[config.mk]
export PLATFORM = sky130hd
export DESIGN_NAME = hart_sched_flat
export DESIGN_NICKNAME = d
export VERILOG_FILES = /design/src/rtl/hart_sched_pkg.sv /design/src/rtl/hart_sched_if.sv /design/src/rtl/hart_sched_rr_pick.sv /design/src/rtl/hart_sched.sv /design/src/flat_wrapper.sv
export SDC_FILE = /design/constraint.sdc
export NUM_CORES = 1
export LEC_CHECK = 0
export CAP_MARGIN = 5
export CORE_ASPECT_RATIO = 0.9
export CORE_MARGIN = 4
export CORE_UTILIZATION = 30
export DETAILED_ROUTE_END_ITERATION = 10
export HOLD_SLACK_MARGIN = 0.15
export SETUP_SLACK_MARGIN = 0.1
export SLEW_MARGIN = 25
export SYNTH_ARGS = -nofsm -noshare
export SYNTH_HDL_FRONTEND = slang
export SYNTH_SLANG_ARGS = --single-unit
[constraint.sdc]
create_clock -name clk -period 2.05 [get_ports clk]
set_clock_uncertainty 0.15 [all_clocks]
set_input_delay 0.41 -clock clk [delete_from_list [all_inputs] [get_ports clk]]
set_output_delay 0.41 -clock clk [all_outputs]
set_load 0.01 [all_outputs]
[src/rtl/hart_sched_pkg.sv]
// rtl/hart_sched_pkg.sv - shared types, sizes and next-state rule for the hart scheduler
//
// Purpose: hart lifecycle encoding, default hart count/id width, wait-counter
//          saturation value and the per-hart event-priority function.
// Ports:   none (package).

package hart_sched_pkg;

  localparam int HART_NUM_DEF  = 4;
  localparam int HART_ID_W_DEF = 2;
  localparam logic [3:0] WAIT_MAX = 4'd15;

  typedef enum logic [1:0] {
    HART_STATE_IDLE   = 2'b00,
    HART_STATE_ACTIVE = 2'b01,
    HART_STATE_PEND   = 2'b10
  } hart_state_e;

  // Event priority: kill, miss, done, start. A miss on a PEND hart keeps it
  // PEND, which also means a same-cycle miss masks a refill completion.
  function automatic hart_state_e hart_next_state(input hart_state_e cur,
                                                  input logic kill,
                                                  input logic miss,
                                                  input logic done,
                                                  input logic start);
    hart_state_e nxt;
    nxt = cur;
    if (kill)
      nxt = HART_STATE_IDLE;
    else if (miss && cur != HART_STATE_IDLE)
      nxt = HART_STATE_PEND;
    else if (done && cur == HART_STATE_PEND)
      nxt = HART_STATE_ACTIVE;
    else if (start && cur == HART_STATE_IDLE)
      nxt = HART_STATE_ACTIVE;
    return nxt;
  endfunction

endpackage

[src/rtl/hart_sched_if.sv]
// rtl/hart_sched_if.sv - scheduler bundle: ID start/kill, I-cache miss/refill, IF-stage results
//
// Purpose: groups every scheduler signal except clk/reset.
// Ports (slave = scheduler view):
//   in : stall, hs_en/hs_id, hk_en/hk_id, cm_en/cm_hart_id, cm_done/cm_done_id
//   out: hart_id, issue_en, hs_ack, hart_idle, hart_pend

interface hart_sched_if #(
  parameter int HART_NUM  = 4,
  parameter int HART_ID_W = 2
);
  logic                 stall;
  logic                 hs_en;
  logic [HART_ID_W-1:0] hs_id;
  logic                 hk_en;
  logic [HART_ID_W-1:0] hk_id;
  logic                 cm_en;
  logic [HART_ID_W-1:0] cm_hart_id;
  logic                 cm_done;
  logic [HART_ID_W-1:0] cm_done_id;
  logic [HART_ID_W-1:0] hart_id;
  logic                 issue_en;
  logic                 hs_ack;
  logic [HART_NUM-1:0]  hart_idle;
  logic [HART_NUM-1:0]  hart_pend;

  modport master (
    output stall, hs_en, hs_id, hk_en, hk_id, cm_en, cm_hart_id, cm_done, cm_done_id,
    input  hart_id, issue_en, hs_ack, hart_idle, hart_pend
  );

  modport slave (
    input  stall, hs_en, hs_id, hk_en, hk_id, cm_en, cm_hart_id, cm_done, cm_done_id,
    output hart_id, issue_en, hs_ack, hart_idle, hart_pend
  );
endinterface

[src/rtl/hart_sched_rr_pick.sv]
// rtl/hart_sched_rr_pick.sv - combinational rotating-priority picker (module hart_rr_pick)
//
// Purpose: grant the first requester after last, wrapping; last is checked last.
// Ports:
//   in : req[N-1:0] request vector, last[W-1:0] previous grant id
//   out: gnt_id[W-1:0] granted id (equals last when nothing requests), gnt_vld

module hart_rr_pick #(
  parameter int N = 4,
  parameter int W = 2
) (
  input  logic [N-1:0] req,
  input  logic [W-1:0] last,
  output logic [W-1:0] gnt_id,
  output logic         gnt_vld
);

  logic [W-1:0] cand;

  // Walk offsets from farthest to nearest so the nearest requester is the
  // last write. Offset N wraps to last itself because N == 2**W.
  always_comb begin
    gnt_vld = 1'b0;
    gnt_id  = last;
    cand    = last;
    for (int off = N; off >= 1; off--) begin
      cand = last + W'(off);
      if (req[cand]) begin
        gnt_vld = 1'b1;
        gnt_id  = cand;
      end
    end
  end

endmodule

[src/rtl/hart_sched.sv]
// rtl/hart_sched.sv - per-cycle hart lifecycle tracker and round-robin fetch selector
//
// Purpose: keeps each hart IDLE/ACTIVE/PEND from ID start/kill and I-cache
//          miss/refill events, then registers the next ACTIVE hart for IF.
// Ports:
//   clk, reset        clock, synchronous active-high reset
//   bus (slave)       inputs stall, hs_*, hk_*, cm_*; outputs hart_id,
//                     issue_en, hs_ack, hart_idle, hart_pend
// Option: HART_SCHED_FAIR_EN adds 4-bit per-hart wait counters; a hart whose
//         counter reaches 15 preempts round-robin (lowest id on ties).

module hart_sched
  import hart_sched_pkg::*;
#(
  parameter int HART_NUM  = HART_NUM_DEF,
  parameter int HART_ID_W = HART_ID_W_DEF
) (
  input  logic        clk,
  input  logic        reset,
  hart_sched_if.slave bus
);

  hart_state_e          st_q [HART_NUM];
  hart_state_e          st_d [HART_NUM];
  logic [HART_NUM-1:0]  req;
  logic                 hs_ack_d;
  logic [HART_ID_W-1:0] rr_id;
  logic                 rr_vld;
  logic [HART_ID_W-1:0] sel_id;
  logic                 sel_vld;

  // Next-state per hart; selection looks at next state so a hart that
  // misses this cycle is never issued next cycle.
  always_comb begin
    for (int i = 0; i < HART_NUM; i++) begin
      st_d[i] = hart_next_state(st_q[i],
                                bus.hk_en   && bus.hk_id      == HART_ID_W'(i),
                                bus.cm_en   && bus.cm_hart_id == HART_ID_W'(i),
                                bus.cm_done && bus.cm_done_id == HART_ID_W'(i),
                                bus.hs_en   && bus.hs_id      == HART_ID_W'(i));
      req[i]  = (st_d[i] == HART_STATE_ACTIVE);
    end
  end

  // A start was accepted only if it actually moved the hart out of IDLE
  // (a same-cycle kill leaves it IDLE).
  assign hs_ack_d = bus.hs_en && st_q[bus.hs_id] == HART_STATE_IDLE
                    && st_d[bus.hs_id] == HART_STATE_ACTIVE;

  hart_rr_pick #(.N(HART_NUM), .W(HART_ID_W)) u_pick (
    .req     (req),
    .last    (bus.hart_id),
    .gnt_id  (rr_id),
    .gnt_vld (rr_vld)
  );

`ifdef HART_SCHED_FAIR_EN
  logic [3:0]           wait_q [HART_NUM];
  logic                 starve_vld;
  logic [HART_ID_W-1:0] starve_id;

  // Descending scan so the lowest starved id wins.
  always_comb begin
    starve_vld = 1'b0;
    starve_id  = '0;
    for (int i = HART_NUM - 1; i >= 0; i--) begin
      if (req[i] && wait_q[i] == WAIT_MAX) begin
        starve_vld = 1'b1;
        starve_id  = HART_ID_W'(i);
      end
    end
  end

  assign sel_id  = starve_vld ? starve_id : rr_id;
  assign sel_vld = rr_vld;

  // Counters hold while a hart is not ACTIVE so a hart repeatedly bounced
  // through PEND just before its turn still accumulates wait.
  always_ff @(posedge clk) begin
    if (reset) begin
      for (int i = 0; i < HART_NUM; i++) wait_q[i] <= '0;
    end else if (!bus.stall) begin
      for (int i = 0; i < HART_NUM; i++) begin
        if (sel_vld && sel_id == HART_ID_W'(i))
          wait_q[i] <= '0;
        else if (req[i] && wait_q[i] != WAIT_MAX)
          wait_q[i] <= wait_q[i] + 4'd1;
      end
    end
  end
`else
  assign sel_id  = rr_id;
  assign sel_vld = rr_vld;
`endif

  always_ff @(posedge clk) begin
    if (reset) begin
      for (int i = 0; i < HART_NUM; i++)
        st_q[i] <= (i == 0) ? HART_STATE_ACTIVE : HART_STATE_IDLE;
      bus.hart_id  <= '0;
      bus.issue_en <= 1'b1;
      bus.hs_ack   <= 1'b0;
    end else begin
      for (int i = 0; i < HART_NUM; i++) st_q[i] <= st_d[i];
      bus.hs_ack <= hs_ack_d;
      if (!bus.stall) begin
        bus.issue_en <= sel_vld;
        if (sel_vld) bus.hart_id <= sel_id;
      end
    end
  end

  always_comb begin
    bus.hart_idle = '0;
    bus.hart_pend = '0;
    for (int i = 0; i < HART_NUM; i++) begin
      bus.hart_idle[i] = (st_q[i] == HART_STATE_IDLE);
      bus.hart_pend[i] = (st_q[i] == HART_STATE_PEND);
    end
  end

endmodule

[src/flat_wrapper.sv]
// flat-port wrapper written by rule: the top's interface ports become plain ports
module hart_sched_flat import hart_sched_pkg::*;
#(
  parameter int HART_NUM  = HART_NUM_DEF,
  parameter int HART_ID_W = HART_ID_W_DEF
)
  (clk, reset, bus_stall, bus_hs_en, bus_hs_id, bus_hk_en, bus_hk_id, bus_cm_en, bus_cm_hart_id, bus_cm_done, bus_cm_done_id, bus_hart_id, bus_issue_en, bus_hs_ack, bus_hart_idle, bus_hart_pend);
  hart_sched_if #(.HART_NUM(HART_NUM), .HART_ID_W(HART_ID_W)) bus_i ();
  input  logic clk;
  input  logic reset;
  input wire logic [$bits(bus_i.stall)-1:0] bus_stall;
  input wire logic [$bits(bus_i.hs_en)-1:0] bus_hs_en;
  input wire logic [$bits(bus_i.hs_id)-1:0] bus_hs_id;
  input wire logic [$bits(bus_i.hk_en)-1:0] bus_hk_en;
  input wire logic [$bits(bus_i.hk_id)-1:0] bus_hk_id;
  input wire logic [$bits(bus_i.cm_en)-1:0] bus_cm_en;
  input wire logic [$bits(bus_i.cm_hart_id)-1:0] bus_cm_hart_id;
  input wire logic [$bits(bus_i.cm_done)-1:0] bus_cm_done;
  input wire logic [$bits(bus_i.cm_done_id)-1:0] bus_cm_done_id;
  output wire logic [$bits(bus_i.hart_id)-1:0] bus_hart_id;
  output wire logic [$bits(bus_i.issue_en)-1:0] bus_issue_en;
  output wire logic [$bits(bus_i.hs_ack)-1:0] bus_hs_ack;
  output wire logic [$bits(bus_i.hart_idle)-1:0] bus_hart_idle;
  output wire logic [$bits(bus_i.hart_pend)-1:0] bus_hart_pend;
  assign bus_i.stall = bus_stall;
  assign bus_i.hs_en = bus_hs_en;
  assign bus_i.hs_id = bus_hs_id;
  assign bus_i.hk_en = bus_hk_en;
  assign bus_i.hk_id = bus_hk_id;
  assign bus_i.cm_en = bus_cm_en;
  assign bus_i.cm_hart_id = bus_cm_hart_id;
  assign bus_i.cm_done = bus_cm_done;
  assign bus_i.cm_done_id = bus_cm_done_id;
  assign bus_hart_id = bus_i.hart_id;
  assign bus_issue_en = bus_i.issue_en;
  assign bus_hs_ack = bus_i.hs_ack;
  assign bus_hart_idle = bus_i.hart_idle;
  assign bus_hart_pend = bus_i.hart_pend;
  hart_sched #(.HART_NUM(HART_NUM), .HART_ID_W(HART_ID_W)) u_core (.clk(clk), .reset(reset), .bus(bus_i));
endmodule
==> results of run 1 <==
==> what timing repair did <==
action                                  in CTS  in global routing
buffers inserted                             6                  4
endpoints found under the hold margin        0                  0
endpoints found under the setup margin      11                  8
gates resized for setup                     53                 17
gates cloned                                 0                  0
pin swaps                                   17                 11
==> power breakdown <==
group | internal (W) | total (W) | switching, W
logic | 0.000155 | 0.000279 | 0.000124
clock network | 0.0000681 | 0.000153 | 0.0000853
registers | 0.000248 | 0.000278 | 0.0000301
total | 0.000471 | 0.000711 | 0.000240
==> per-layer routing <==
layer / GRT usage (%) / vias to the layer above / routed length [um]
li1: - / 576 / -
met1: 20.9 / 529 / 1430
met2: 26.6 / 46 / 1440
met3: 4.89 / 4 / 189
met4: 3.25 / 0 / 27
met5: 0 / - / 0
==> how the worst min path moves through the flow <==
stage / from / endpoint / slack [ps]
floorplan: u_core.st_q[3][0] / u_core.st_q[3][0] / 330
global route: u_core.bus.issue_en / u_core.bus.issue_en / 370
detailed placement: u_core.bus.issue_en / u_core.bus.issue_en / 330
global placement: u_core.bus.issue_en / u_core.bus.issue_en / 320
CTS: u_core.bus.issue_en / u_core.bus.issue_en / 350
finish: u_core.bus.issue_en / u_core.bus.issue_en / 340
==> cell type report <==
class,count,area [um2]
clock buffer,3,22.5
fill,269,1150
inverter,2,7.51
multi-input combinational,100,772
sequential,12,258
tap,40,50.0
timing repair buffer,68,553
==> cell usage after synthesis (2+ instances only) <==
| cell | n |
|---|---|
| a211oi_1 | 3 |
| o22ai_1 | 3 |
| nor3_1 | 7 |
| a311oi_1 | 2 |
| nor2b_1 | 5 |
| a21oi_1 | 11 |
| and2b_1 | 2 |
| o21ai_0 | 2 |
| nand2_1 | 7 |
| inv_1 | 2 |
| nor2_1 | 19 |
| dfxtp_1 | 12 |
| nand2b_1 | 7 |
| nand3_1 | 6 |
==> worst register-to-register path: cells and delay by family (launching register included) <==
family	cells	cell delay, ps
flip-flops	1	370
AO/OA/AOI/OAI	3	610
AND/OR/NAND/NOR	2	490
multiplexers	1	310
==> logic make-up after synthesis <==
| kind of cell | synth area share (%) |
|---|---|
| AND/OR/NAND/NOR | 44.0 |
| AO/OA/AOI/OAI | 24.8 |
| flip-flops | 26.6 |
| buffers and inverters | 1.80 |
| multiplexers | 2.77 |
==> per-stage QoR <==
stage	setup TNS, ps	setup WS (ps)	cells	hold WS (ps)
floorplan	-5.89	-5.89	116	329
global route	-79.8	-79.8	225	372
global placement	-1580	-586	212	317
CTS	0	15.1	221	355
detailed placement	-1670	-617	212	332
finish	0	10.7	225	340
==> registers in the layout, summed over array words and instances, names as in the netlist <==
signal               cells
u_core.bus.hs_ack        1
u_core.bus.hart_id       2
u_core.bus.issue_en      1
u_core.st_q              8
==> impl_metrics.toml, run 1 <==
[cts]
cts_inserted_buffers = 3
cts_max_level = 1
holdBufCountCts = 0
cts_tree = "yes"
cts.sink_count = 12
clock_path_buffers = 2
root_buffer = "clkbuf_4"
clk_pin_slew_worst_paths_ps = 80
clk_latency_ps = 280

[synth]
synth_top_cell_area_share_pct = 26.6
synth-warning-count = 0
synth_cells = 116
synthDistinctLibCells = 42
synth_area_leaders = "dfxtp_1, nor2_1, a21oi_1"
syn_nets = 131
ys.flop_type = "dfxtp_1"
syn_area_per_cell_um2 = 7.79
synth_top_area_cell = "dfxtp_1"
synth_seq_area_share_pct = 26.6
syn_area_um2 = 903
ys_seq_elements = 12
ys_async_sr_fraction_pct = 0
synth-edff-count = 0

[final_layout]
syn2layout_area_growth_pct = 84.1
fin_util_pct = 59.1
layout_commonest_cell = "buf_4"
layout-drive-gt1-share_pct = 47.0
finalInstanceArea_um2 = 1660
n_antenna_cell = 0
mostFrequentLayoutCells = "buf_4, nor2_1, a21oi_1, dlygate4sd2_1"
fin_nets = 202

[die]
die_x_um = 65.8
pin_count = 27
die_h_um = 60.1
core.rowCount = 18
dieArea_um2 = 3950
core_um2 = 2820
start_util_pct = 32.1

[routing]
drtIter0Drc = 48
via_per_inst = 5.13
drt_first_pass_iters = 5
wl_um = 3080
wl_per_cell_um = 13.7
drc = 0
vias = 1155
final_antenna_net_count = 0

[worst_setup_path]
regToRegSetupSlack_ps = 10
cp_num_buf_inv = 0
end_kind = "flop"
critPathArrivalTime_ps = 2060
crit_start = "u_core.st_q[0][0]"
crit_end = "u_core.bus.hart_id[0]"
r2r_start = "u_core.st_q[0][0]"
cp_top_family = "compound AO/OA/AOI/OAI gates"
critPathLaunchType = "flop"
r2r-end = "u_core.bus.hart_id[0]"
crit_chain = "nor4b_4, a211oi_2, or2_1, o311a_1, o211ai_2, mux2_4"
max_stage_delay_ps = 370
cp_data_required_time_ps = 2070
crit_cells = 6
cp_max_fo = 5
critical_path.slowest_cell = "dfxtp_2"
reg2reg_depth = 6
crit_type = "flop to flop"

[min_path]
whs_path_depth = 2
hp-class = "flop to flop"

[sta]
worst_pin_slew_ps = 302
slew_headroom_pct = 79.8
finalSetupViolations = 0
hold_violations = 0
fmax_mhz = 490
drv_slew = 0
period_needed_ps = 2040
rsz0062_at_grt = "true"
min_period_over_period_pct = 99.5

[placement]
gp_congestion = 0.916
dp_hpwl_um = 2280
io_buffer_count = 26
place_area_um2 = 1450

[grt]
grt_pass1_wl_um = 4870
grt_pass1_vias = 1064
track_usage_pct = 16.1
grt_max_degree = 13
grt_overflow_total = 0
antenna_found_initial = 0

[pwr]
max-vdd-ir-drop_uv = 244
power.leakage_nw = 0.720
p_total_w = 0.000711
power_density_nw_per_um2 = 427

[status]
status = "finished clean"

[job]
drv_cap = 0
(Power assumes the default switching activity.)
==> run 2: changes to the inputs <==
--- a/config.mk
+++ b/config.mk
@@ -12,6 +12,7 @@
 export DETAILED_ROUTE_END_ITERATION = 10
 export HOLD_SLACK_MARGIN = 0.15
 export SETUP_SLACK_MARGIN = 0.1
+export SKIP_CTS_REPAIR_TIMING = 1
 export SLEW_MARGIN = 25
 export SYNTH_ARGS = -nofsm -noshare
 export SYNTH_HDL_FRONTEND = slang
==> impl_metrics.toml, run 2 (synthesis results as in run 1) <==
[cts]
cts_inserted_buffers = 3
cts_tree = "yes"
clk_pin_slew_worst_paths_ps = 70
cts_max_level = 1
cts.sink_count = 12
clk_latency_ps = 270
root_buffer = "clkbuf_4"
clock_path_buffers = 2

[final_layout]
regMostFlops = "u_core.st_q"
fin_nets = 198
syn2layout_area_growth_pct = 84.2
layout_commonest_cell = "buf_4"
mostFrequentLayoutCells = "buf_4, nor2_1, dlymetal6s2s_1, a21oi_1, clkdlybuf4s50_1"
largest_reg_flops = 8
reg_top3 = "u_core.st_q: 8 flops, u_core.bus.hart_id: 2 flops"
layout-drive-gt1-share_pct = 40.9
n_fill_cell = 259
instances_no_fill = 221
n_antenna_cell = 0
fin_util_pct = 59.1

[worst_setup_path]
cp_num_buf_inv = 2
max_stage_delay_ps = 530
crit_start = "u_core.st_q[0][1]"
cp_top_family = "buffers and inverters"
crit_cells = 3
critPathArrivalTime_ps = 1530
crit_type = "flop to output pin"
end_kind = "output pin"
r2r_start = "u_core.st_q[0][0]"
critPathLaunchType = "flop"
cp_data_required_time_ps = 1490
critical_path.slowest_cell = "clkdlybuf4s50_1"
reg2reg_depth = 6
crit_chain = "nor2_2, buf_4, clkdlybuf4s50_1"
cp_max_fo = 7

[pwr]
power_switching_w = 0.000230
seqPwrFrac_pct = 39.1
pwr-share-comb_pct = 39.8
power.leakage_nw = 0.832
p_clk_share_pct = 21.1
switching_share_pct = 32.7
p_int_w = 0.000472
max-vdd-ir-drop_uv = 247
p_total_w = 0.000702
power_density_nw_per_um2 = 422

[routing]
final_antenna_net_count = 0
vias = 1125
wl_um = 3060
via_per_inst = 5.09
drtIter0Drc = 66
wl_per_cell_um = 13.9
drc = 0
drt_first_pass_iters = 4

[die]
die_h_um = 60.1
dieArea_um2 = 3950
core_um2 = 2820
pin_count = 27
die_x_um = 65.8
start_util_pct = 32.1
core.rowCount = 18

[min_path]
hp-class = "flop to flop"
min_from = "u_core.bus.issue_en"
whs_path_depth = 2

[placement]
dp.cells = 212
gp_congestion = 0.916
io_buffer_count = 26
dp_hpwl_um = 2280

[grt]
grt_pass1_vias = 1030
track_usage_pct = 15.3
grt_overflow_total = 0
grt_pass1_wl_um = 4620
antenna_found_initial = 0
grt_max_degree = 13

[sta]
tns_ps = -88.3
min_period_over_period_pct = 102
rsz0062_at_grt = "true"
worst_pin_slew_ps = 427
hold_violations = 0
slew_headroom_pct = 71.5
period_needed_ps = 2090
drv_slew = 0
layout_setup_ws_ps = -44.7
finalSetupViolations = 3
fmax_mhz = 477

[job]
drv_cap = 0

[status]
violations = "negative setup slack"
status = "finished, violations left"
run 2: routing by layer:
layer	vias to the layer above	wire (um)	part of all wire, %	track usage, %
li1	564	-	-	-
met1	526	1370	45	19.8
met2	33	1470	48	25.1
met3	2	193	6.3	4.89
met4	0	22	0.72	2.66
met5	-	0	0	0
run 2: layout make-up:
class | instances | area (um2) | share of cell area (%)
Timing Repair Buffer | 64 | 588 | 35.3
Tap cell | 40 | 50.0 | 3.01
Multi-Input combinational cell | 100 | 742 | 44.6
Sequential cell | 12 | 254 | 15.3
Inverter | 2 | 7.51 | 0.451
Clock buffer | 3 | 22.5 | 1.35
run 2: power by group through the flow:
| stage | clock network, W | registers (W) | logic, W |
|---|---|---|---|
| 3_3_place_gp | 0 | 0.000276 | 0.000248 |
| 6_report | 0.000148 | 0.000274 | 0.000280 |
| 4_1_cts | 0.000158 | 0.000271 | 0.000253 |
| 5_1_grt | 0.000166 | 0.000278 | 0.000304 |
| 2_1_floorplan | 0 | 0.000269 | 0.000120 |
| 3_5_place_dp | 0 | 0.000277 | 0.000251 |
run 2: worst register-to-register path, delay by kind of cell (launching register included):
family | cells | cell delay, ps
and+or+nand+nor | 2 | 570
DFF | 1 | 360
AOI/OAI and AO/OA | 3 | 580
muxes | 1 | 310
run 2: final timing paths:
kind / endpoint / slack (ps)
worst max-delay path: bus_hart_idle[0] / -40
worst min-delay path: u_core.bus.issue_en / 340
worst max register to register: u_core.bus.hart_id[0] / -40
worst min register to register: u_core.bus.issue_en / 340
run 2: per-stage QoR:
stage	hold WS [ps]	instance area [um2]	setup WS (ps)
6_report	340	1660	-44.7
5_1_grt	348	1660	-145
4_1_cts	355	1470	-336
3_5_place_dp	332	1450	-617
3_3_place_gp	317	1450	-586
2_1_floorplan	329	903	-5.89
==> run 3: changes to the inputs <==
--- a/config.mk
+++ b/config.mk
@@ -5,11 +5,11 @@
 export SDC_FILE = /design/constraint.sdc
 export NUM_CORES = 1
 export LEC_CHECK = 0
-export CAP_MARGIN = 5
 export CORE_ASPECT_RATIO = 0.9
 export CORE_MARGIN = 4
 export CORE_UTILIZATION = 30
 export DETAILED_ROUTE_END_ITERATION = 10
+export GPL_TIMING_DRIVEN = 1
 export HOLD_SLACK_MARGIN = 0.15
 export SETUP_SLACK_MARGIN = 0.1
 export SKIP_CTS_REPAIR_TIMING = 1
==> results of run 3 <==
The final DEF is identical to that of run 2; final timing and power are the same.
==> RTL change 1, RTL diff (config.mk and constraints of run 3) <==
Change the package constant `HART_NUM_DEF` from 4 to 2.
--- a/src/rtl/hart_sched_pkg.sv
+++ b/src/rtl/hart_sched_pkg.sv
@@ -6,7 +6,7 @@
 
 package hart_sched_pkg;
 
-  localparam int HART_NUM_DEF  = 4;
+  localparam int HART_NUM_DEF  = 2;
   localparam int HART_ID_W_DEF = 2;
   localparam logic [3:0] WAIT_MAX = 4'd15;
 
Ports: changed (resized bus_hart_idle and bus_hart_pend); port bits go from 27 to 23. The function was not compared with the original's and may differ.
==> RTL change 1 against run 3 <==
Largest power group is now sequential cells; power fell by 40%; core utilization fell by 0.16 points; synthesized area fell by 46%; count of clock-buffer cells in the layout did not move; maximum frequency rose by 7.6%; design area fell by 47%; sequential share of layout area rose by 3.2 points; global-route usage fell by 2.0 points; wire length fell by 56%; setup slack improved by 0.15 ns; largest cell class unchanged; sequential cell count fell by 4; critical path depth rose by 3.
==> RTL change 1: results (changes against run 3) <==
The run finished with clean final reports. The final cell count without fillers is 106 (was 221). The detail-routed net length per standard cell works out to 12.83 um (was 13.86 um). Registers with the most flip-flops: u_core.st_q (4), u_core.bus.hart_id (2) (was u_core.st_q (8), u_core.bus.hart_id (2)). For the net count after synthesis, the log shows 66 (was 131). The layout sequential cell count was 8 (was 12). The number of unique standard cell types used by synthesis was 33 (was 42); the depth of the worst register-to-register path was 5 (was 6).

The buffering overhead is 34.04% (was 35.34%). The run gives 0.4011 nW (was 0.8322 nW) as the leakage power summed over all cells. The tools report the register-to-register setup slack as 0.19 ns (was -0.04 ns).

The clock network area share was 2.553% (was 1.353%); the number of multi-input combinational cells was 41 (was 100). The multi-input combinational cell area was 361.6 um^2 (was 742.0 um^2); the count of plain and timing-repair buffers in the layout was 30 (was 64). Synth cell count leaders: sky130_fd_sc_hd__dfxtp_1 (8), sky130_fd_sc_hd__nor2_1 (4), sky130_fd_sc_hd__nor2b_1 (4) (was sky130_fd_sc_hd__nor2_1 (19), sky130_fd_sc_hd__dfxtp_1 (12), sky130_fd_sc_hd__a21oi_1 (11)). The setup slack after placement was -0.3271 ns (was -0.6167 ns); the port buffer count was 22 (was 26). The run gives 529 (was 1030) as the number of global-route vias before repair.

The sequential-to-total area share from yosys stat is 32.82% (was 26.59%), and the global placement routability congestion is 0.7491 (was 0.9162). Filler cell count: 149 (was 259). Leading cell types by total area after synthesis: sky130_fd_sc_hd__dfxtp_1 (33%), sky130_fd_sc_hd__nor2b_1 (5.1%), sky130_fd_sc_hd__o311a_4 (4.4%) (was sky130_fd_sc_hd__dfxtp_1 (27%), sky130_fd_sc_hd__nor2_1 (7.9%), sky130_fd_sc_hd__a21oi_1 (6.1%)).

The area of all sequential standard cells came out at 162.7 um^2 (was 254.0 um^2). The tools report the worst min-delay path startpoint as u_core.st_q[0][1] (was u_core.bus.issue_en). The pin count of the biggest net entering global routing came out at 9 (was 13). The tools report the gate count of the mapped netlist as 51 (was 116).
==> RTL change 1: where the power goes <==
group	leakage, nW	internal, mW	switching, mW
Clock	0.0138	0.0673	0.0570
Sequential	0.0664	0.166	0.0113
Combinational	0.321	0.0768	0.0436
Total	0.401	0.310	0.112
==> RTL change 1: per-stage QoR <==
stage          area, um^2  hold WS, ns
3_5_place_dp        795.8       0.3604
3_3_place_gp        795.8       0.3632
2_1_floorplan       488.0       0.3252
6_report            882.1       0.3666
4_1_cts             818.3       0.3744
5_1_grt             882.1       0.3826
==> RTL change 1: worst max path at each step <==
stage,from,endpoint,depth (start not counted)
floorplan,bus_hs_id[0],u_core.bus.hart_id[1],5
CTS,bus_hs_en,u_core.bus.hart_id[1],6
detailed placement,bus_hs_en,u_core.bus.hart_id[1],6
global route,bus_cm_hart_id[1],u_core.bus.hart_id[1],6
global placement,bus_hs_en,u_core.bus.hart_id[1],6
finish,bus_cm_hart_id[1],u_core.bus.hart_id[1],6
==> RTL change 1: worst register-to-register path, stage by stage (launching register included) <==
cell                      delay [ns]
sky130_fd_sc_hd__dfxtp_1        0.46
sky130_fd_sc_hd__nor2b_4        0.07
sky130_fd_sc_hd__and4b_4        0.21
sky130_fd_sc_hd__o311a_4        0.38
sky130_fd_sc_hd__mux2i_1        0.16
sky130_fd_sc_hd__mux2_1         0.33
==> RTL change 1: metal layers <==
metal	share of wire (%)	up-vias	global-route usage [%]
met5	0	-	0
met4	0.74	0	6.452
met3	9.6	2	6.149
met2	42	22	20.05
met1	48	215	15.96
li1	-	259	-
==> RTL change 1: cells by family (layout without fill, tap and decap cells) <==
group	Yosys count	after routing	synth area share [%]
AO/OA/AOI/OAI	12	12	21.54
buffers and inverters	2	35	1.539
flip-flops	8	8	32.82
multiplexers	2	2	4.359
AND/OR/NAND/NOR	27	27	39.74
==> RTL change 2, RTL diff (settings of run 3) <==
Without the edit above. Add a define of `HART_SCHED_FAIR_EN`.
--- a/src/rtl/hart_sched.sv
+++ b/src/rtl/hart_sched.sv
@@ -8,6 +8,8 @@
 //                     issue_en, hs_ack, hart_idle, hart_pend
 // Option: HART_SCHED_FAIR_EN adds 4-bit per-hart wait counters; a hart whose
 //         counter reaches 15 preempts round-robin (lowest id on ties).
+
+`define HART_SCHED_FAIR_EN
 
 module hart_sched
   import hart_sched_pkg::*;
Behaviour: same outputs for any inputs over 10 cycles, from zero or initial values and one cycle with reset high; that may be too few to reach the edited logic, so the function may still have changed.
==> RTL change 2 against run 3 <==
The flow still finishes with violations (negative setup slack); setup slack lost 0.41 ns; clock power is 130% higher; die area is 96% higher; synthesized area is 110% higher; power is 120% higher; wire length is 76% higher; non-clock buffer count is 30 higher; design area rose by 82%; sequential share of layout area up 9.2 points; sequential cell count grew 16; largest power group is now sequential cells.
==> RTL change 2: results (changes against run 3) <==
The critical path data arrival time came out at 2.34 ns (was 1.53 ns). The final wirelength was 5.395 mm (was 3.063 mm); the worst vdd rail ir drop was 298.8 uV (was 246.7 uV). Clock-pin slew reported for the worst setup and hold paths after clock tree synthesis: 0.09 ns (was 0.07 ns).

Number of unique standard cell types used by synthesis: 63 (was 42). The logs give 312 (was 198) for the post-layout net count and 572 (was 259) for the filler cell count. The estimated wirelength of the detail-placed design was 4.249 mm (was 2.282 mm). Flip-flop cell with the highest count after synthesis: sky130_fd_sc_hd__edfxtp_1 (was sky130_fd_sc_hd__dfxtp_1).

The highest-delay cell along the critical path was sky130_fd_sc_hd__dfxtp_4 (was sky130_fd_sc_hd__clkdlybuf4s50_1). Synth cell count leaders: sky130_fd_sc_hd__nor2_1 (25), sky130_fd_sc_hd__edfxtp_1 (16), sky130_fd_sc_hd__nand2_1 (13), sky130_fd_sc_hd__nand3_1 (13), sky130_fd_sc_hd__dfxtp_1 (12) (was sky130_fd_sc_hd__nor2_1 (19), sky130_fd_sc_hd__dfxtp_1 (12), sky130_fd_sc_hd__a21oi_1 (11)). The run gives 75.31% (was 71.46%) as the relative max-transition margin. Failing checks: negative setup slack (unchanged).

The xor-xnor portion of the synthesized cell area is 3.655% (was 0%). The tools report the pin count of the biggest net entering global routing as 16 (was 13). Registers with the most flip-flops: u_core.wait_q (16), u_core.st_q (8), u_core.bus.hart_id (2) (was u_core.st_q (8), u_core.bus.hart_id (2)).

The CTS buffer count is 3 (unchanged), and the via count normalized by instance count is 4.923 (was 5.090). The net count after synthesis is 216 (was 131). Top fanout value on the critical path: 8 (was 7). The setup-violating endpoint count in the final report came out at 32 (was 3). The fraction of post-synthesis cell area in the top cell type by area works out to 25.07% (was 26.59%). The flow ran to the end, but the final reports show violations.

The share of cell area taken by muxes after synthesis is 0.5222% (was 2.770%). Leading cell types by total area after synthesis: sky130_fd_sc_hd__edfxtp_1 (25%), sky130_fd_sc_hd__dfxtp_1 (13%), sky130_fd_sc_hd__nor2_1 (4.9%) (was sky130_fd_sc_hd__dfxtp_1 (27%), sky130_fd_sc_hd__nor2_1 (7.9%), sky130_fd_sc_hd__a21oi_1 (6.1%)). The synthesized-area fraction occupied by ao, oa, aoi and oai cells was 22.72% (was 24.79%); the proportion of layout cells with a drive suffix above 1 was 42.47% (was 40.88%). The first-pass GRT wire length was 8.611 mm (was 4.616 mm). The leakage power summed over all cells is 1.362 nW (was 0.8322 nW), and the setup TNS is -10.65 ns (was -0.08829 ns).

The worst setup margin is -0.4544 ns (was -0.04471 ns), and the iteration-0 DRC count of the detailed router is 147 (was 66). Number of global-route vias before repair: 1776 (was 1030). The dominant delay contributor by cell family on the critical path was compound AO/OA/AOI/OAI gates (was buffers and inverters). The tools report the sequential-to-total area share from yosys stat as 37.60% (was 26.59%).
## RTL change 2: layer usage
layer  vias to the layer above  track usage, %  routed length (um)  share of wire [%]
li1                        943               -                   -                  -
met1                       889           20.33                2647                 49
met2                        29           20.76                2500                 46
met3                         5           2.254                 195                3.6
met4                         0           3.239                  51               0.95
met5                         -               0                   0                  0
## RTL change 2: power by group through the flow
stage / Clock (mW) / Combinational (mW) / Sequential, mW
floorplan: 0 / 0.251 / 0.680
global placement: 0 / 0.467 / 0.680
detailed placement: 0 / 0.474 / 0.682
CTS: 0.356 / 0.476 / 0.669
global route: 0.388 / 0.569 / 0.675
finish: 0.344 / 0.524 / 0.669
## RTL change 2: area by class of cell
| class | instances | area, um^2 | area share, % |
|---|---|---|---|
| multi-input cells | 157 | 1270 | 41.96 |
| clock buffers | 4 | 55.05 | 1.819 |
| flip-flops and latches | 28 | 739.5 | 24.43 |
| inverters | 9 | 33.78 | 1.116 |
| repair buffers | 94 | 819.5 | 27.08 |
| well taps | 87 | 108.9 | 3.597 |
## RTL change 2: final timing paths
path                                         from             endpoint  slack (ns)  cells after the start
worst max-delay path            u_core.st_q[3][1]  u_core.wait_q[1][0]       -0.45                      7
worst min-delay path                    bus_hs_en    u_core.bus.hs_ack        0.36                      2
worst max register to register  u_core.st_q[3][1]  u_core.wait_q[1][0]       -0.45                      7
worst min register to register  u_core.st_q[0][1]    u_core.st_q[0][1]        0.44                      2
## RTL change 2: stage by stage
stage	hold slack, ns	std cells	total power [mW]	setup slack [ns]	cell area, um^2
after global placement	0.4163	369	1.148	-0.8956	2761
after global routing	0.3587	379	1.632	-0.5558	3027
after detailed placement	0.4240	369	1.156	-0.9329	2761
after floorplan	0.3853	197	0.9305	-0.2141	1938
after CTS	0.4377	373	1.502	-0.6282	2816
final	0.3556	379	1.537	-0.4544	3027
